**config.mk**
```make
export PLATFORM = sky130hd
export DESIGN_NAME = seg7_scan_capture
export DESIGN_NICKNAME = d
export VERILOG_FILES = /design/src/rtl/seg7_defs.sv /design/src/rtl/seg7_pattern_decode.sv /design/src/rtl/seg7_scan_capture.sv
export SDC_FILE = /design/constraint.sdc
export NUM_CORES = 1
export LEC_CHECK = 0
export ABC_AREA = 1
export CORE_UTILIZATION = 25
export DETAILED_ROUTE_END_ITERATION = 10
export GPL_ROUTABILITY_DRIVEN = 0
export PLACE_DENSITY = 0.49
export SYNTH_ARGS = -nofsm -noshare
export SYNTH_HDL_FRONTEND = slang
export SYNTH_SLANG_ARGS = --single-unit
```
**constraint.sdc**
```tcl
create_clock -name clk -period 3.75 [get_ports clk]
set_input_delay 0.75 -clock clk [delete_from_list [all_inputs] [get_ports clk]]
set_output_delay 0.75 -clock clk [all_outputs]
set_load 0.01 [all_outputs]
```
**src/rtl/seg7_defs.sv**
```systemverilog
// seg7_defs: shared FSM states, segment bit indices and hex pattern table for the seven-segment capture path.
package seg7_defs;
  typedef enum logic [1:0] {IDLE = 2'd0, SETTLE = 2'd1, HOLD = 2'd2} state_e;
  localparam int SEG_A  = 0;
  localparam int SEG_B  = 1;
  localparam int SEG_C  = 2;
  localparam int SEG_D  = 3;
  localparam int SEG_E  = 4;
  localparam int SEG_F  = 5;
  localparam int SEG_G  = 6;
  localparam int SEG_DP = 7;
  // gfedcba patterns indexed by hex digit value
  localparam logic [6:0] SEG_TABLE [16] = '{
    7'h3F, 7'h06, 7'h5B, 7'h4F, 7'h66, 7'h6D, 7'h7D, 7'h07,
    7'h7F, 7'h6F, 7'h77, 7'h7C, 7'h39, 7'h5E, 7'h79, 7'h71
  };
  function automatic logic is_onehot(input logic [3:0] v);
    return v != 4'h0 && (v & (v - 4'h1)) == 4'h0;
  endfunction
endpackage

```
**src/rtl/seg7_pattern_decode.sv**
```systemverilog
// seg7_pattern_decode: maps an active-high gfedcba pattern to its hex nibble and flags unknown patterns.
module seg7_pattern_decode
  import seg7_defs::*;
(
  input  logic [6:0] pattern,
  output logic [3:0] nibble,
  output logic       legal
);
  always_comb begin
    nibble = 4'h0;
    legal  = 1'b0;
    for (int k = 0; k < 16; k++) begin
      if (pattern == SEG_TABLE[k]) begin
        nibble = 4'(k);
        legal  = 1'b1;
      end
    end
  end
endmodule

```
**src/rtl/seg7_scan_capture.sv**
```systemverilog
// seg7_scan_capture: samples a multiplexed 4-digit anode/segment bus, waits for it to settle
// and rebuilds the displayed hex digits, decimal points and frame statistics.
module seg7_scan_capture
  import seg7_defs::*;
#(
  parameter int unsigned SETTLE_CYCLES    = 4,
  parameter bit          ANODE_ACTIVE_LOW = 1'b1,
  parameter bit          SEG_ACTIVE_LOW   = 1'b1
) (
  input  logic        clk,
  input  logic        rst,
  input  logic [3:0]  anode,
  input  logic [7:0]  segment,
  output logic [15:0] digits,
  output logic [3:0]  dp,
  output logic [3:0]  digit_valid,
  output logic [3:0]  invalid,
  output logic        frame_done,
  output logic [15:0] frame_count
);
  localparam logic [7:0] SETTLE_N = 8'(SETTLE_CYCLES);
  logic [3:0]  an_s1_q, an_s2_q;
  logic [7:0]  sg_s1_q, sg_s2_q;
  logic [7:0]  cnt_q, cnt_d;
  state_e      state_q, state_d;
  logic [15:0] digits_q, digits_d;
  logic [3:0]  dp_q, dp_d, valid_q, valid_d, invalid_q, invalid_d, seen_q, seen_d;
  logic        frame_done_q, frame_done_d;
  logic [15:0] frame_count_q, frame_count_d;
  logic [3:0]  an_n, an1_n, cap_mask, nib;
  logic [7:0]  sg_n;
  logic [6:0]  pattern;
  logic        chg, cap, legal;
  assign an_n    = an_s2_q ^ {4{ANODE_ACTIVE_LOW}};
  assign an1_n   = an_s1_q ^ {4{ANODE_ACTIVE_LOW}};
  assign sg_n    = sg_s2_q ^ {8{SEG_ACTIVE_LOW}};
  assign pattern = {sg_n[SEG_G], sg_n[SEG_F], sg_n[SEG_E], sg_n[SEG_D],
                    sg_n[SEG_C], sg_n[SEG_B], sg_n[SEG_A]};
  // The synchronised value changes on this edge when the first stage disagrees with the second
  assign chg = {an_s1_q, sg_s1_q} != {an_s2_q, sg_s2_q};
  seg7_pattern_decode u_decode (
    .pattern(pattern),
    .nibble (nib),
    .legal  (legal)
  );
  always_comb begin
    cnt_d    = chg ? 8'd0 : (cnt_q == SETTLE_N ? cnt_q : cnt_q + 8'd1);
    cap      = state_q == SETTLE && !chg && cnt_d == SETTLE_N;
    cap_mask = cap ? an_n : 4'h0;
    state_d  = chg ? (is_onehot(an1_n) ? SETTLE : IDLE) :
               cap ? HOLD :
               (state_q == IDLE && is_onehot(an_n)) ? SETTLE : state_q;
    digits_d = digits_q;
    dp_d     = dp_q;
    for (int i = 0; i < 4; i++) begin
      if (cap_mask[i] && legal) begin
        digits_d[4*i +: 4] = nib;
        dp_d[i]            = sg_n[SEG_DP];
      end
    end
    valid_d       = valid_q | (legal ? cap_mask : 4'h0);
    invalid_d     = invalid_q | (legal ? 4'h0 : cap_mask);
    frame_done_d  = seen_q == 4'hF;
    // A capture landing on the clearing edge opens the next frame
    seen_d        = (frame_done_d ? 4'h0 : seen_q) | cap_mask;
    frame_count_d = frame_count_q + 16'(frame_done_d);
  end
  always_ff @(posedge clk or posedge rst) begin
    if (rst) begin
      an_s1_q       <= 4'h0;
      an_s2_q       <= 4'h0;
      sg_s1_q       <= 8'h0;
      sg_s2_q       <= 8'h0;
      cnt_q         <= 8'd0;
      state_q       <= IDLE;
      digits_q      <= 16'h0;
      dp_q          <= 4'h0;
      valid_q       <= 4'h0;
      invalid_q     <= 4'h0;
      seen_q        <= 4'h0;
      frame_done_q  <= 1'b0;
      frame_count_q <= 16'h0;
    end else begin
      an_s1_q       <= anode;
      an_s2_q       <= an_s1_q;
      sg_s1_q       <= segment;
      sg_s2_q       <= sg_s1_q;
      cnt_q         <= cnt_d;
      state_q       <= state_d;
      digits_q      <= digits_d;
      dp_q          <= dp_d;
      valid_q       <= valid_d;
      invalid_q     <= invalid_d;
      seen_q        <= seen_d;
      frame_done_q  <= frame_done_d;
      frame_count_q <= frame_count_d;
    end
  end
  assign digits      = digits_q;
  assign dp          = dp_q;
  assign digit_valid = valid_q;
  assign invalid     = invalid_q;
  assign frame_done  = frame_done_q;
  assign frame_count = frame_count_q;
endmodule

```
==> qor.txt <==
Final Setup Violations = 0
Slew Viols, Final = 0
RSZ-0062 raised after global routing = no
Post-cts sizing count = 0
GRT Overall Usage = 12.2%
Clock network fraction of total power = 46.2%
Pre-antenna DRT Iters = 4
Nets = 542
IO buf count = 58
Fraction of final layout cells sized beyond drive strength 1 = 7.18%
Crit path max-delay family = simple AND/OR/NAND/NOR gates
CP bufs+invs = 0
Combinational share of power = 5.4%
First-pass GRT wire length = 15.3 mm
Syn_nets = 475
Vias in the first global route = 3167
Hold_buf cts = 0
Final non-filler cell total = 717
Util after Layout = 32.8%
Placement Cell Area = 0.00470 mm2
H-tree levels = 3
Seq pwr share = 48.4%
Min Tclk post-route = 2650 ps
Clock Latency Late Sink = 350 ps
Status = completed
Worst-path clk slew = 60 ps
Post-Syn Area = 0.00390 mm2
Num CTS Buffers = 9
Congestion Overflow GR = 0
Fmax = 0.378 GHz
Final worst-path cycle share = 70.5%
Placeable Area = 0.0152 mm2
Row count = 45
Syn_area_per_cell = 8.53 um2
Initial DRC count = 200
Dominant cell type by area after synthesis = dfrtp_1
Relative slew slack = 49.3%
DR vias/cell = 4.39
Total number of vias = 3148
Die Ht = 127 um
MaxCap Viol Count = 0
Detail Route Antenna Nets = 0
Die Wd = 127 um
Final Hold Violating Endpoints = 0
Kind of critical path = flop to flop
Register area share after synthesis = 53.3%
Syn Inst Count = 457
Hold WC Path Type = flop to flop
Placed Cells = 701
Crit path largest cell delay = 570 ps
DRT Wirelength = 8.93 mm
Synth area leaders = dfrtp_1 (53%), nand2_1 (15%), nand4_1 (4.8%), inv_1 (4.5%), nor2_1 (3.5%)
DR WL/cell = 12.4 um
Net Sw Frac = 23.7%
P_int = 1.46 mW
Type of origin of the critical path = flop
Crit-path most repeated cell = nand2_1
Deepest clock path buffer count = 2
Endpoint class of the critical path = flop
Total power per unit cell area = 383 mW/mm2
Top cell type's share of synthesized area = 53.3%
Setup TNS = 0 ps
DP Wirelength = 6.66 mm
CTS sink count = 83
Worst vdd ir = 193 uV
Critical path, cell by cell = nor2_1 > nand3_1 > nor2_1 > nor2_1 > nand2_1 > nor3_2 > nand2_1 > nand4_1 > nand2_1 > nand2_1
Worst Path Arrival = 2880 ps
TritonCTS clock tree = built
Commonest non-fill, non-tap cell in the layout = nand2_1
Design area = 0.00499 mm2
CTS root buf = clkbuf_16
Count of cell types in the netlist = 31
Initial Util = 25.6%
Drt drc = 0
Synth warnings = 0
Worst-path fanout max = 24
I/O pin total = 59
Least-Margin Pin Slew = 758 ps
Initial antenna violation count = 0
Post-CTS setup buffer count = 0
Antenna Cells = 0
Sw power = 0.453 mW
Reg-to-reg slack, setup = 1100 ps
Seq cells post-synth = 83
Worst path required time = 3990 ps
Most frequent cells in the layout = nand2_1 (155), dfrtp_1 (83), clkdlybuf4s50_1 (58)
Setup Skew = 9.16 ps
Syn-to-layout area delta = 28.0%
Static Leak = 2.46 nW
Slowest CP cell = nand2_1
Largest net degree at the start of global routing = 31
Die area = 0.0161 mm2
[final cells by class]
class | instances | area [um2]
Fill cell | 1587 | 10200
Inverter | 55 | 208
Multi-Input combinational cell | 315 | 1580
Sequential cell | 83 | 2080
Clock inverter | 6 | 65.1
Tap cell | 188 | 235
Timing Repair Buffer | 60 | 596
Clock buffer | 10 | 229
[kinds of logic (layout without fill, tap and decap cells)]
| kind of cell | count (synthesis) | in the layout | synth area share [%] |
|---|---|---|---|
| AND/OR/NAND/NOR | 268 | 268 | 31.2 |
| flip-flops | 83 | 83 | 53.3 |
| buffers and inverters | 59 | 131 | 6.13 |
| XOR/XNOR | 22 | 22 | 4.94 |
| AO/OA/AOI/OAI | 21 | 21 | 3.18 |
| adder cells (fa/ha/maj) | 4 | 4 | 1.28 |
[state kept, by name, indices dropped and copies added (netlist names)]
name / count
sg_s2_q: 8
frame_count: 16
an_s2_q: 4
frame_done: 1
state_q: 2
invalid: 4
an_s1_q: 4
seen_q: 4
sg_s1_q: 8
cnt_q: 8
dp: 4
digits: 16
digit_valid: 4
[Yosys cell counts]
master,count
and2_1,1
nor2_2,2
nand3_4,1
nor3_2,1
nand3b_1,2
xor2_1,11
a31oi_1,1
nand2_1,155
inv_2,7
nand3_1,25
nand4_2,1
nand4_1,30
o21bai_1,4
nor2_4,6
o21ai_0,8
inv_1,47
o21ai_1,1
buf_2,2
clkinv_1,1
nand2_2,2
ha_1,4
nor2_1,36
nor3_1,5
xnor2_1,11
nor3b_1,1
a22oi_1,1
a21oi_1,4
o211ai_1,1
dfrtp_1,83
buf_6,2
a211oi_1,1
[routing by layer]
layer	GRT usage [%]	vias to the layer above	share of wire (%)
met5	0	-	0
met4	5.53	0	1.8
met3	3.04	12	3.8
met2	19.4	64	46
met1	15.5	1478	48
li1	-	1594	-
[final timing paths]
check,start,cells after the start,endpoint
hold / removal,sg_s1_q[3],0,sg_s2_q[3]
setup / recovery,sg_s2_q[1],10,digits[8]
setup reg to reg,sg_s2_q[1],10,digits[8]
max in group asynchronous,rst,3,an_s1_q[2]
hold reg to reg,sg_s1_q[3],0,sg_s2_q[3]
min in group asynchronous,rst,2,frame_count[5]
[power groups by stage]
stage / sequential (mW) / clock, mW / combinational (mW)
after floorplan: 0.939 / 0 / 0.0710
after CTS: 0.927 / 0.913 / 0.106
final: 0.927 / 0.884 / 0.104
after detailed placement: 0.944 / 0 / 0.105
after global placement: 0.943 / 0 / 0.104
after global routing: 0.929 / 0.951 / 0.120
[through the flow]
step / hold slack (ps) / power (mW) / worst slack, ps
2_1_floorplan: 374 / 1.01 / 863
3_3_place_gp: 396 / 1.05 / 1240
3_5_place_dp: 397 / 1.05 / 1210
4_1_cts: 411 / 1.95 / 1190
5_1_grt: 445 / 2.00 / 839
6_report: 410 / 1.91 / 1100
No activity file was read; power rests on OpenSTA's default activity.
==> patch 1: new RTL, config.mk and constraints unchanged <==
`dp_q` no longer has a reset.
--- a/src/rtl/seg7_scan_capture.sv
+++ b/src/rtl/seg7_scan_capture.sv
@@ -74,7 +74,6 @@
       cnt_q         <= 8'd0;
       state_q       <= IDLE;
       digits_q      <= 16'h0;
-      dp_q          <= 4'h0;
       valid_q       <= 4'h0;
       invalid_q     <= 4'h0;
       seen_q        <= 4'h0;
@@ -88,13 +87,16 @@
       cnt_q         <= cnt_d;
       state_q       <= state_d;
       digits_q      <= digits_d;
-      dp_q          <= dp_d;
       valid_q       <= valid_d;
       invalid_q     <= invalid_d;
       seen_q        <= seen_d;
       frame_done_q  <= frame_done_d;
       frame_count_q <= frame_count_d;
     end
+  end
+
+  always_ff @(posedge clk) begin
+    dp_q <= dp_d;
   end
   assign digits      = digits_q;
   assign dp          = dp_q;
Behaviour: differs if rst is asserted again (counterexample within 10 cycles, from zero or initial values and one cycle with rst high); with rst held inactive, the same outputs for 10 cycles.
==> patch 1 against the original RTL <==
  * The run now ends with design-rule violations left
  * Core utilization is 0.46 points higher
  * Power up 1.3%
  * Wire length is 11% lower
  * Die area shrank 2.5%
  * Maximum frequency increased by 4.0%
  * Area after synthesis down 2.5%
  * Setup slack improved by 0.10 ns
  * Count of clock-buffer cells in the layout rose by 2
  * Sequential cell count is the same
  * Sequential power is 0.6% higher
  * Final area fell by 2.0%
==> patch 1: results (changes against the original RTL) <==
| Metric | Value |
|---|---|
| Synth warn | 0 (unchanged) |
| Utilization after layout | 33.3% (+0.46 points) |
| Count of unresolved DRC violations after routing | 5 (+5) |
| WP data arrival | 2.59 ns (-0.29 ns) |
| Worst R2R Path Depth | 10 (unchanged) |
| Hold slack | 0.402 ns (-0.00806 ns) |
| Unique cell type count in the Yosys netlist | 33 (+6.5%) |
| Pin count of the biggest net entering global routing | 52 (+68%) |
| Outcome | finished, violations left |
| Most numerous cell types in the synthesized netlist | 134 x nand2_1, 79 x dfrtp_1, 51 x inv_1 |
| Count of cells along the worst hold path | 0 (unchanged) |
| WL per Instance | 11.7 um (-5.8%) |
| Depth of the CTS H-tree | 3 (unchanged) |
| Post-placement cell count | 661 (-5.7%) |
| Clock root buffer master | clkbuf_16 |
| Worst hold endpoint | sg_s2_q[6] |
| Vias per std cell | 4.31 (-1.8%) |
| Launch point of the worst path | sg_s2_q[5] |
| Worst min-delay path startpoint | sg_s1_q[6] |
| Fraction of registers with async set/reset | 95.2% (-4.8 points) |
| Filler cell count | 1489 (-6.2%) |
| Final setup skew | 0.00670 ns (-0.00246 ns) |
| Synthesized area per cell | 8.98 um2 (+5.3%) |
| Clock-pin slew on the worst setup and hold paths | 0.06 ns (about the same) |
| Capture point of the critical path | dp[2] |
| IO Port Bufs | 58 (unchanged) |
| Worst-path maximum fanout | 20 (-17%) |
| Hold/Removal Path Class | reg -> reg |
| Worst path max stage delay | 0.59 ns (+0.02 ns) |
| Placed inst area | 4590 um2 (-2.2%) |
| VDD IR-drop max | 0.000232 V (+20%) |
| Number of gates resized after cts | 0 (unchanged) |
| Ys flop type | dfrtp_1 |
| TritonCTS buffer count | 9 (unchanged) |
| Ratio of cells with drive above 1 in the final layout | 8.54% (+1.4 points) |
| Top cells by area, synth | dfrtp_1 52%, nand2_1 13%, inv_1 5.0%, nand4_1 3.5%, xor2_1 3.2% |
| Global routing usage on met3 | 3.59% (+0.56 points) |
| Post-CTS setup buffer count | 0 (unchanged) |
| Met2 demand-to-capacity share in global routing | 16.5% (-2.8 points) |
| Met1 global-route usage | 14.6% (-0.90 points) |
| Area grow syn2layout | 28.8% |
| Initial antenna violation count | 0 (unchanged) |
| Detail Placement HPWL | 5880 um (-12%) |
| Slowest library cell on the worst path | nand2_1 |
| Global-route wire length before repair | 13600 um (-11%) |
| Violated checks | design-rule violations |
| Pleak | 0.00242 uW (-1.7%) |
| Number of design-rule violations left by the first detailed-router iteration | 217 (+8.5%) |
| Post-Syn Nets | 441 (-7.2%) |
| Share of the yosys chip area belonging to registers | 55.2% (+1.9 points) |
| NumNets Final | 506 (-6.6%) |
| Number of buffers between clock root and the deepest sink | 2 (unchanged) |
| Clock latency of the later-clocked register in the worst-skew pair | 0.33 ns (-0.02 ns) |
| Worst reg2reg endpoint | dp[2] |
| Transition time of the tightest slew-check pin | 0.813 ns (+0.0549 ns) |
| Switching share of power | 21.1% (-2.6 points) |
| Total GRT Usage | 11.0% (-1.2 points) |
| Number of enable-type register cells in the synthesized netlist | 4 (+4) |
| Via count | 2916 (-7.4%) |
| DRT Pass-1 Iters | 10 (+6) |
patch 1: changes by cell type in the layout (fill, tap and decap cells not counted), moves of 3 or more:
cell	change
nand3_2	+7
xor2_1	+3
nand4_1	-9
inv_1	+4
o21bai_2	+3
nor2_1	-10
nand3_1	-4
dfrtp_1	-4
nor2_4	-5
edfxtp_1	+4
o21ai_0	-3
o21bai_1	-3
nand2_1	-21
patch 1: cell families after synthesis:
family | Yosys count | synth area share [%]
flip-flops | 83 | 55.2
AO/OA/AOI/OAI | 17 | 3.10
buffers and inverters | 64 | 6.82
AND/OR/NAND/NOR | 230 | 27.8
adder cells (fa/ha/maj) | 4 | 1.32
XOR/XNOR | 25 | 5.76
patch 1: power groups by stage:
stage          Clock, uW  Sequential, uW  Combinational, uW
3_5_place_dp           0             949                103
4_1_cts              941             932                103
6_report             907             933               99.3
5_1_grt              981             935                116
3_3_place_gp           0             948                101
2_1_floorplan          0             944               67.9
patch 1: metal layers:
metal  vias up  wire [um]
met5         -          0
met4         0        123
met3        14        475
met2        82       3410
met1      1352       3910
li1       1468          -
patch 1: layout make-up:
class	instances	share of cell area (%)
Multi-Input combinational cell	276	29.5
Clock buffer	12	4.83
Clock inverter	3	1.33
Tap cell	184	4.70
Sequential cell	83	42.8
Inverter	59	4.52
Timing Repair Buffer	59	12.3
patch 1: worst max-delay path, delay by kind of cell, from the launching register on:
kind | cells | cell delay, ns
buffers and inverters | 2 | 0.23
AO/OA/AOI/OAI | 1 | 0.12
flip-flops | 1 | 0.41
AND/OR/NAND/NOR | 7 | 1.50
==> patch 2: new RTL, same settings <==
Without the edit above. The package constant `SEG_D` goes from 3 to 2.
--- a/src/rtl/seg7_defs.sv
+++ b/src/rtl/seg7_defs.sv
@@ -4,7 +4,7 @@
   localparam int SEG_A  = 0;
   localparam int SEG_B  = 1;
   localparam int SEG_C  = 2;
-  localparam int SEG_D  = 3;
+  localparam int SEG_D  = 2;
   localparam int SEG_E  = 4;
   localparam int SEG_F  = 5;
   localparam int SEG_G  = 6;
Formal check against the unedited RTL: not equivalent (Yosys sat finds a counterexample within 10 cycles, from zero or initial values and one cycle with rst high).
==> patch 2 against the original RTL <==
  * Final area down 4.9%
  * Sequential power about the same
  * Power fell by 0.27%
  * Sequential cell count stayed put
  * Setup slack better by 0.32 ns
  * Area after synthesis fell by 6.4%
  * Clock skew down 0.0025 ns
  * Wire length down 8.7%
  * Sequential share of layout area up 2.1 points
  * Maximum frequency increased by 14%
==> patch 2: results (changes against the original RTL) <==
| Metric | Value |
|---|---|
| Final routed wirelength across all metal layers | 8150 um (-8.7%) |
| Final setup skew | 0.00663 ns (-0.00253 ns) |
| Post-Syn Nets | 428 (-9.9%) |
| Worst path max stage delay | 0.35 ns (-0.22 ns) |
| WP data arrival | 2.60 ns (-0.28 ns) |
| DRT Pass-1 Iters | 5 (+1) |
| Pleak | 0.00233 uW (-5.3%) |
| Number of global-route vias before repair | 2796 (-12%) |
| Total GRT Usage | 12.3% (+0.16 points) |
| Unique cell type count in the Yosys netlist | 25 (-19%) |
| Ratio of cells with drive above 1 in the final layout | 6.24% (-0.95 points) |
| Most numerous cell types in the synthesized netlist | 127 x nand2_1, 83 x dfrtp_1, 46 x inv_1 |
| WL per Instance | 12.3 um (-1.0%) |
| Pin count of the biggest net entering global routing | 47 (+52%) |
| Beginning of the worst register-to-register path | seen_q[3] |
| Clock-pin slew on the worst setup and hold paths | 0.06 ns (about the same) |
| Global-route wire length before repair | 13900 um (-9.5%) |
| Top cells by area, synth | dfrtp_1 57%, nand2_1 13%, inv_1 4.7%, nand4_1 4.3%, nor2_1 3.9% |
| Worst-path maximum fanout | 5 (-79%) |
| NumNets Final | 494 (-8.9%) |
| Worst min-delay path startpoint | sg_s1_q[5] |
| VDD IR-drop max | 0.000200 V (+3.4%) |
| Outcome | complete, no violations |
| Slew Limit Headroom | 44.6% (-4.8 points) |
| Hold slack | 0.399 ns (-0.0110 ns) |
| Worst hold endpoint | sg_s2_q[5] |
| Post-placement cell count | 645 (-8.0%) |
| Number of standard cells after synthesis | 410 (-10%) |
| Worst R2R Path Depth | 11 (+1) |
| Number of design-rule violations left by the first detailed-router iteration | 146 (-27%) |
| Number of buffers between clock root and the deepest sink | 2 (unchanged) |
| Share of the yosys chip area belonging to registers | 56.9% (+3.6 points) |
| Post-Place Setup Slack | 1.38 ns (+0.169 ns) |
| Placed inst area | 4450 um2 (-5.2%) |
| Fraction of registers with async set/reset | 100% (unchanged) |
| Worst reg2reg endpoint | frame_count[13] |
| Slowest library cell on the worst path | nor3_1 |
| Detail Placement HPWL | 5900 um (-11%) |
| Via count | 2812 (-11%) |
| TritonCTS buffer count | 9 (unchanged) |
| Worst Setup End Kind | flip-flop |
| Filler cell count | 1430 (-9.9%) |
## patch 2: layout make-up
type	instances	area [um2]	share of cell area (%)
clock inverter	5	62.6	1.32
clock buffer	11	233	4.90
multi-input combinational	272	1350	28.4
timing repair buffer	60	608	12.8
inverter	50	191	4.03
sequential	83	2080	43.8
tap	180	225	4.74
## patch 2: layer usage
metal / wire length, um / up-vias / GRT usage, %
met2: 3750 / 64 / 19.2
met1: 3880 / 1305 / 16.0
met3: 361 / 7 / 3.44
li1: - / 1436 / -
met5: 0 / - / 0
met4: 150 / 0 / 5.26
## patch 2: kinds of logic after synthesis
| kind of cell | Yosys count | share of synthesized area (%) |
|---|---|---|
| compound gates | 21 | 3.19 |
| xor+xnor | 20 | 4.80 |
| fa+ha+maj | 4 | 1.37 |
| buf+inv | 55 | 6.13 |
| flops | 83 | 56.9 |
| simple gates | 227 | 27.6 |
## patch 2: worst max-delay path by stage
stage	start	endpoint	slack [ns]	depth (start not counted)
after global routing	seen_q[1]	frame_count[13]	1.11	11
after floorplan	rst	an_s1_q[0]	0.86	1
after global placement	seen_q[3]	frame_count[15]	1.48	11
after CTS	seen_q[3]	frame_count[13]	1.36	11
final	seen_q[3]	frame_count[13]	1.42	11
after detailed placement	seen_q[3]	frame_count[13]	1.38	11
## patch 2: report_power, final
group	switching (uW)	total, uW	leakage (uW)	internal, uW
clock network	369	889	0.000136	520
logic	60.7	92.9	0.00109	32.2
registers	17.0	927	0.00110	910
## patch 2: stage by stage
step / util, % / power (uW)
finish: 33.8 / 1910
global route: 33.8 / 1980
CTS: 33.8 / 1940
detailed placement: 31.7 / 1040
global placement: 31.7 / 1040
floorplan: - / 1000
